**config.mk**
```make
export PLATFORM = sky130hd
export DESIGN_NAME = ppu_vram_access_ctrl
export DESIGN_NICKNAME = d
export VERILOG_FILES = /design/src/rtl/ppu_regs_pkg.sv /design/src/rtl/ppu_loopy_regs.sv /design/src/rtl/ppu_vram_access_ctrl.sv
export SDC_FILE = /design/constraint.sdc
export NUM_CORES = 1
export LEC_CHECK = 0
export CORE_MARGIN = 2
export CORE_UTILIZATION = 42
export CTS_CLUSTER_DIAMETER = 80
export DETAILED_ROUTE_END_ITERATION = 6
export PLACE_DENSITY = 0.8
export SETUP_SLACK_MARGIN = 0.2
export SYNTH_ARGS = -nofsm -noshare
export SYNTH_HDL_FRONTEND = slang
export SYNTH_HIERARCHICAL = 1
export SYNTH_SLANG_ARGS = --single-unit
```
**constraint.sdc**
```tcl
create_clock -name CLK -period 3.14 [get_ports CLK]
set_clock_uncertainty 0.2 [all_clocks]
set_input_delay 0.314 -clock CLK [delete_from_list [all_inputs] [get_ports CLK]]
set_output_delay 0.314 -clock CLK [all_outputs]
set_load 0.1 [all_outputs]
```
**src/rtl/ppu_regs_pkg.sv**
```systemverilog
// ppu_regs_pkg
// Shared types and constants for the PPU CPU-side VRAM access controller.
//   acc_state_e : access sequencer states (IDLE -> ADDR -> STRB -> INC -> IDLE)
//   pend_e      : queued/in-flight CPU access kind (NONE, RD, WR)
//   INC_SMALL / INC_LARGE : V post-increment amounts selected by I_1_32
package ppu_regs_pkg;

    typedef enum logic [1:0] {
        IDLE = 2'd0,
        ADDR = 2'd1,
        STRB = 2'd2,
        INC  = 2'd3
    } acc_state_e;

    typedef enum logic [1:0] {
        NONE = 2'd0,
        RD   = 2'd1,
        WR   = 2'd2
    } pend_e;

    localparam int INC_SMALL = 1;
    localparam int INC_LARGE = 32;

endpackage

```
**src/rtl/ppu_loopy_regs.sv**
```systemverilog
// ppu_loopy_regs
// Scroll/address register file behind $2005/$2006: T, V, fine X and the
// shared first/second write toggle.
// Ports:
//   clk, n_res          : clock, asynchronous active-low reset
//   w5_pulse, w6_pulse  : one-CLK write pulses for $2005 / $2006
//   r2_pulse            : one-CLK $2002 read pulse (clears the toggle)
//   db                  : CPU data captured with the write pulse
//   inc_en, inc_amt     : post-access increment request and amount for V
//   t, v, fx, w_tgl     : register outputs
module ppu_loopy_regs (
    input  logic        clk,
    input  logic        n_res,
    input  logic        w5_pulse,
    input  logic        w6_pulse,
    input  logic        r2_pulse,
    input  logic [7:0]  db,
    input  logic        inc_en,
    input  logic [14:0] inc_amt,
    output logic [14:0] t,
    output logic [14:0] v,
    output logic [2:0]  fx,
    output logic        w_tgl
);

    logic [14:0] t_q, t_d;
    logic [14:0] v_q, v_d;
    logic [2:0]  fx_q, fx_d;
    logic        w_tgl_q, w_tgl_d;
    // Set by a $2006 second write; V picks up the new T one CLK later.
    logic        copy_q, copy_d;

    always_comb begin
        t_d     = t_q;
        v_d     = v_q;
        fx_d    = fx_q;
        w_tgl_d = w_tgl_q;
        copy_d  = 1'b0;

        if (w6_pulse) begin
            if (!w_tgl_q) begin
                t_d[13:8] = db[5:0];
                t_d[14]   = 1'b0;
                w_tgl_d   = 1'b1;
            end else begin
                t_d[7:0]  = db;
                w_tgl_d   = 1'b0;
                copy_d    = 1'b1;
            end
        end else if (w5_pulse) begin
            if (!w_tgl_q) begin
                t_d[4:0]  = db[7:3];
                fx_d      = db[2:0];
                w_tgl_d   = 1'b1;
            end else begin
                t_d[14:12] = db[2:0];
                t_d[9:5]   = db[7:3];
                w_tgl_d    = 1'b0;
            end
        end

        // A $2002 read in the same CLK overrides any toggle flip above.
        if (r2_pulse) begin
            w_tgl_d = 1'b0;
        end

        // The T->V copy takes precedence; a coincident increment is dropped.
        if (copy_q) begin
            v_d = t_q;
        end else if (inc_en) begin
            v_d = v_q + inc_amt;
        end
    end

    always_ff @(posedge clk or negedge n_res) begin
        if (!n_res) begin
            t_q     <= '0;
            v_q     <= '0;
            fx_q    <= '0;
            w_tgl_q <= 1'b0;
            copy_q  <= 1'b0;
        end else begin
            t_q     <= t_d;
            v_q     <= v_d;
            fx_q    <= fx_d;
            w_tgl_q <= w_tgl_d;
            copy_q  <= copy_d;
        end
    end

    assign t     = t_q;
    assign v     = v_q;
    assign fx    = fx_q;
    assign w_tgl = w_tgl_q;

endmodule

```
**src/rtl/ppu_vram_access_ctrl.sv**
```systemverilog
// ppu_vram_access_ctrl
// Sequences CPU $2007 accesses onto the PPU external bus and hosts the
// $2005/$2006 scroll registers (via ppu_loopy_regs).
// Ports:
//   CLK, n_RES                      : clock, asynchronous active-low reset
//   n_W5, n_W6, n_W7, n_R7, n_R2    : active-low register strobes (levels)
//   DB_in                           : CPU data bus
//   I_1_32                          : V increment select (0: +1, 1: +32)
//   REN_BUSY                        : renderer owns the external bus
//   VD_in                           : PPU data bus read value
//   VA, ALE, n_RD, n_WR             : PPU bus address / strobes
//   VD_out, VD_oe                   : write data and its drive enable
//   CPU_RDBUF                       : $2007 read buffer
//   T, V, FX, W_TGL                 : scroll registers and write toggle
//   CPU_BUSY                        : an access is queued or in flight
//   OVR                             : a queued access was replaced
module ppu_vram_access_ctrl #(
    parameter int VA_W      = 14,
    parameter int INC_SMALL = ppu_regs_pkg::INC_SMALL,
    parameter int INC_LARGE = ppu_regs_pkg::INC_LARGE
) (
    input  logic            CLK,
    input  logic            n_RES,
    input  logic            n_W5,
    input  logic            n_W6,
    input  logic            n_W7,
    input  logic            n_R7,
    input  logic            n_R2,
    input  logic [7:0]      DB_in,
    input  logic            I_1_32,
    input  logic            REN_BUSY,
    input  logic [7:0]      VD_in,
    output logic [VA_W-1:0] VA,
    output logic            ALE,
    output logic            n_RD,
    output logic            n_WR,
    output logic [7:0]      VD_out,
    output logic            VD_oe,
    output logic [7:0]      CPU_RDBUF,
    output logic [14:0]     T,
    output logic [14:0]     V,
    output logic [2:0]      FX,
    output logic            W_TGL,
    output logic            CPU_BUSY,
    output logic            OVR
);

    import ppu_regs_pkg::*;

    // Strobe bit order: {W5, W6, W7, R7, R2}
    logic [4:0]  strb_now;
    logic [4:0]  strb_prev_q, strb_prev_d;
    logic [4:0]  strb_pulse;

    acc_state_e  state_q, state_d;
    pend_e       pend_q, pend_d;   // queued, not yet started
    pend_e       op_q, op_d;       // access currently on the bus
    logic [7:0]  vd_out_q, vd_out_d;
    logic [7:0]  rdbuf_q, rdbuf_d;
    logic        ovr_q, ovr_d;

    logic        launch;
    logic        inc_en;
    logic [14:0] inc_amt;

    assign strb_now   = {n_W5, n_W6, n_W7, n_R7, n_R2};
    // Strobes act once: previous sample high, current sample low.
    assign strb_pulse = strb_prev_q & ~strb_now;
    assign strb_prev_d = strb_now;

    assign launch  = (state_q == IDLE) && (pend_q != NONE) && !REN_BUSY;
    assign inc_en  = (state_q == INC);
    assign inc_amt = I_1_32 ? 15'(INC_LARGE) : 15'(INC_SMALL);

    ppu_loopy_regs u_loopy (
        .clk      (CLK),
        .n_res    (n_RES),
        .w5_pulse (strb_pulse[4]),
        .w6_pulse (strb_pulse[3]),
        .r2_pulse (strb_pulse[0]),
        .db       (DB_in),
        .inc_en   (inc_en),
        .inc_amt  (inc_amt),
        .t        (T),
        .v        (V),
        .fx       (FX),
        .w_tgl    (W_TGL)
    );

    // ---- FSM: state register ----
    always_ff @(posedge CLK or negedge n_RES) begin
        if (!n_RES) begin
            state_q <= IDLE;
        end else begin
            state_q <= state_d;
        end
    end

    // ---- FSM: next state ----
    always_comb begin
        state_d = state_q;
        unique case (state_q)
            IDLE:    if (launch) state_d = ADDR;
            ADDR:    state_d = STRB;
            STRB:    state_d = INC;
            INC:     state_d = IDLE;
            default: state_d = IDLE;
        endcase
    end

    // ---- FSM: outputs (Moore, so reset forces them at once) ----
    always_comb begin
        ALE      = (state_q == ADDR);
        n_RD     = !((state_q == STRB) && (op_q == RD));
        n_WR     = !((state_q == STRB) && (op_q == WR));
        VD_oe    = ((state_q == ADDR) || (state_q == STRB)) && (op_q == WR);
        VA       = (state_q != IDLE) ? V[VA_W-1:0] : '0;
        CPU_BUSY = (pend_q != NONE) || (state_q != IDLE);
    end

    // ---- request queue, read buffer, write data ----
    always_comb begin
        pend_d   = pend_q;
        op_d     = op_q;
        vd_out_d = vd_out_q;
        rdbuf_d  = rdbuf_q;
        ovr_d    = 1'b0;

        if (launch) begin
            op_d   = pend_q;
            pend_d = NONE;
        end else if (state_q == INC) begin
            op_d   = NONE;
        end

        // A request queued behind a launching one is not an overrun;
        // only a request that replaces a still-waiting one is.
        if (strb_pulse[2] || strb_pulse[1]) begin
            if ((pend_q != NONE) && !launch) begin
                ovr_d = 1'b1;
            end
            pend_d = strb_pulse[2] ? WR : RD;
        end

        if (strb_pulse[2]) begin
            vd_out_d = DB_in;
        end

        if ((state_q == STRB) && (op_q == RD)) begin
            rdbuf_d = VD_in;
        end
    end

    always_ff @(posedge CLK or negedge n_RES) begin
        if (!n_RES) begin
            strb_prev_q <= '1;
            pend_q      <= NONE;
            op_q        <= NONE;
            vd_out_q    <= '0;
            rdbuf_q     <= '0;
            ovr_q       <= 1'b0;
        end else begin
            strb_prev_q <= strb_prev_d;
            pend_q      <= pend_d;
            op_q        <= op_d;
            vd_out_q    <= vd_out_d;
            rdbuf_q     <= rdbuf_d;
            ovr_q       <= ovr_d;
        end
    end

    assign VD_out    = vd_out_q;
    assign CPU_RDBUF = rdbuf_q;
    assign OVR       = ovr_q;

endmodule
```
==> results.json <==
{
  "drtIter0Drc": 163,
  "routedWlPerCell_um": 15.50,
  "cts_tree": "built",
  "worst_pin_slew_ns": 0.8140,
  "hp-class": "in -> reg",
  "setup_viol": 0,
  "critPathBufInv": 3,
  "clkLatencyLatePin_ns": 0.33,
  "drive_gt1_share_pct": 27.58,
  "synth_cells": 357,
  "fin_hold_ws_ns": 0.2172,
  "synth-edff-count": 0,
  "grtUsageTotal_pct": 19.43,
  "finalCritPeriodShare_pct": 82.05,
  "required_ns": 3.20,
  "cp-start-kind": "input port",
  "clockBufferDepth": 2,
  "hold_viol": 0,
  "path_cells": "clkdlybuf4s50_1 -> inv_1 -> ha_1 -> inv_1 -> fa_1 -> nor2b_1 -> o2111ai_1 -> a21boi_0 -> o211ai_1 -> a211o_1 -> nand3_1",
  "io_buffers": 94,
  "postPlaceCellArea_sq_mm": 0.004569,
  "final_common_cell": "buf_4",
  "gr-total-overflow": 0,
  "dieArea_sq_mm": 0.009449,
  "synth-async-reset-ratio_pct": 100.0,
  "design_area_sq_mm": 0.004756,
  "clock-root-buffer": "clkbuf_8",
  "dr_total_vias": 3165,
  "vias_per_cell": 5.429,
  "cts_setup_buffers": 0,
  "drt-total-wl_um": 9036,
  "synth.area.top_cells": "dfrtp_1 40%, ha_1 7.2%, mux2_2 4.3%",
  "grt_max_degree": 64,
  "antenna_found_initial": 0,
  "max_stage_delay_ns": 0.43,
  "max_cap_violations": 0,
  "status": "complete, no violations",
  "crit_type": "in -> reg",
  "synth_top_area_share_pct": 39.78,
  "max_freq_mhz": 388.2,
  "synth_top_cell_by_area": "dfrtp_1",
  "crit_top_cell": "inv_1",
  "layout_common_cells": "75 x buf_4, 58 x dfrtp_1, 30 x nand2_1",
  "drv_slew": 0,
  "rows": 34,
  "cts_sinks": 63,
  "arrival_ns": 2.63,
  "core_area_sq_mm": 0.008551,
  "syn_to_final_growth_pct": 30.35,
  "pin_count": 95,
  "numCtsBuffers": 9,
  "nets": 517,
  "htree_levels": 3,
  "crit_path_end_kind": "register",
  "start_util_pct": 42.67,
  "slowest_stage": "clkdlybuf4s50_1",
  "ant_nets": 0,
  "drc": 0,
  "rsz0062_at_grt": "false",
  "die_h_um": 97.21,
  "clk_pin_slew_ns": 0.07,
  "grt_pass1_vias": 3122,
  "critPathMaxFanout": 3,
  "synth_area_per_cell_sq_um": 10.22,
  "synth.cell_area_sq_mm": 0.003648,
  "fp.dieW_um": 97.21,
  "yosys_warnings": 6,
  "grt_pass1_wl_um": 15100,
  "relSlewSlack_pct": 45.73,
  "crit_family": "compound AO/OA/AOI/OAI gates",
  "setup-tns-final_ns": 0,
  "gp_congestion": 0.8864,
  "synth_ff_type": "dfrtp_1",
  "hpwl_um": 6631,
  "ys_seq_area_share_pct": 43.38,
  "synthDistinctLibCells": 57,
  "dr.pass1.iters": 5,
  "diodes": 0,
  "finalCriticalPeriod_ns": 2.576,
  "synth_seq_cells": 63
}
-- cell usage after synthesis (3+ instances only) --
master and number:
nor3_1 4, dfrtp_1 58, or3_1 5, o21bai_1 3
mux2_2 14, o21ai_0 27, nand3b_1 5, mux2_4 8
clkbuf_1 8, mux2i_1 6, nand3_1 9, a22oi_1 11
nor2b_1 25, and2b_2 7, a31oi_1 9, a21o_1 4
a21oi_1 18, inv_1 15, dfstp_2 5, o211ai_1 4
nand2b_1 4, ha_1 21, a211o_1 4, nand2_1 30
xnor2_1 3, nor2_1 8, nor3b_1 3
-- through the flow --
stage,std cells,setup slack [ns],utilization [%]
after floorplan,373,0.2083,-
after global placement,566,0.3623,53.44
after detailed placement,566,0.2344,53.44
after CTS,583,0.5620,55.62
after global routing,583,0.3884,55.62
final,583,0.5637,55.62
-- cells by family (layout without fill, tap and decap cells) --
kind of cell	after synthesis	after routing	share of synthesized area [%]
adders and majority gates	22	22	7.750
muxes	29	29	9.568
and+or+nand+nor	105	105	15.95
other	1	17	0.1028
AOI/OAI and AO/OA	103	103	18.66
buffers and inverters	30	132	3.635
DFF	63	63	43.38
xor gates and xnor gates	4	4	0.9604
-- state kept, by name, summed over array words and instances (netlist names) --
| signal | count |
|---|---|
| u_loopy/t | 15 |
| u_loopy/v | 15 |
| CPU_RDBUF | 8 |
| VD_out | 8 |
| strb_prev_q | 5 |
| u_loopy/fx | 3 |
| op_q | 2 |
| pend_q | 2 |
| state_q | 2 |
| OVR | 1 |
| u_loopy/copy_q | 1 |
| u_loopy/w_tgl | 1 |
-- layer usage --
metal | part of all wire [%] | track usage (%)
met5 | 0 | 0
met3 | 7.1 | 4.101
met1 | 43 | 26.42
met2 | 49 | 31.36
met4 | 1.1 | 5.850
-- final timing paths --
path,startpoint,to,slack (ns),cells past startpoint
worst max register to register,u_loopy/v[0],u_loopy/v[12],0.61,9
max in group asynchronous,n_RES,u_loopy/v[12],1.70,3
min in group asynchronous,n_RES,u_loopy/v[13],0.50,3
worst min register to register,CPU_RDBUF[6],CPU_RDBUF[6],0.31,1
worst max-delay path,I_1_32,u_loopy/v[12],0.56,11
worst min-delay path,n_R2,strb_prev_q[0],0.22,1
-- worst register-to-register path, stage by stage (launching register included) --
cell and delay [ns]:
dfrtp_1 0.40, ha_1 0.21, inv_1 0.07, fa_1 0.41
nor2b_1 0.18, o2111ai_1 0.18, a21boi_0 0.31, o211ai_1 0.15
a211o_1 0.28, nand3_1 0.06
-- area by class of cell --
class                   instances  area [sq um]
clock buffers                  13         158.9
clock inverters                 3         17.52
fillers                       771          3795
inverters                      16         60.06
multi-input cells             280          1993
flip-flops and latches         63          1583
well taps                     108         135.1
repair buffers                100         808.3
-- repair_timing --
action	CTS	global route
hold endpoints to repair	16	0
gates resized for setup	0	0
hold buffers	1	0
Power is left out: the tool's default activity adds up to more than one toggle a clock period on the data nets, which glitch-free logic cannot reach.
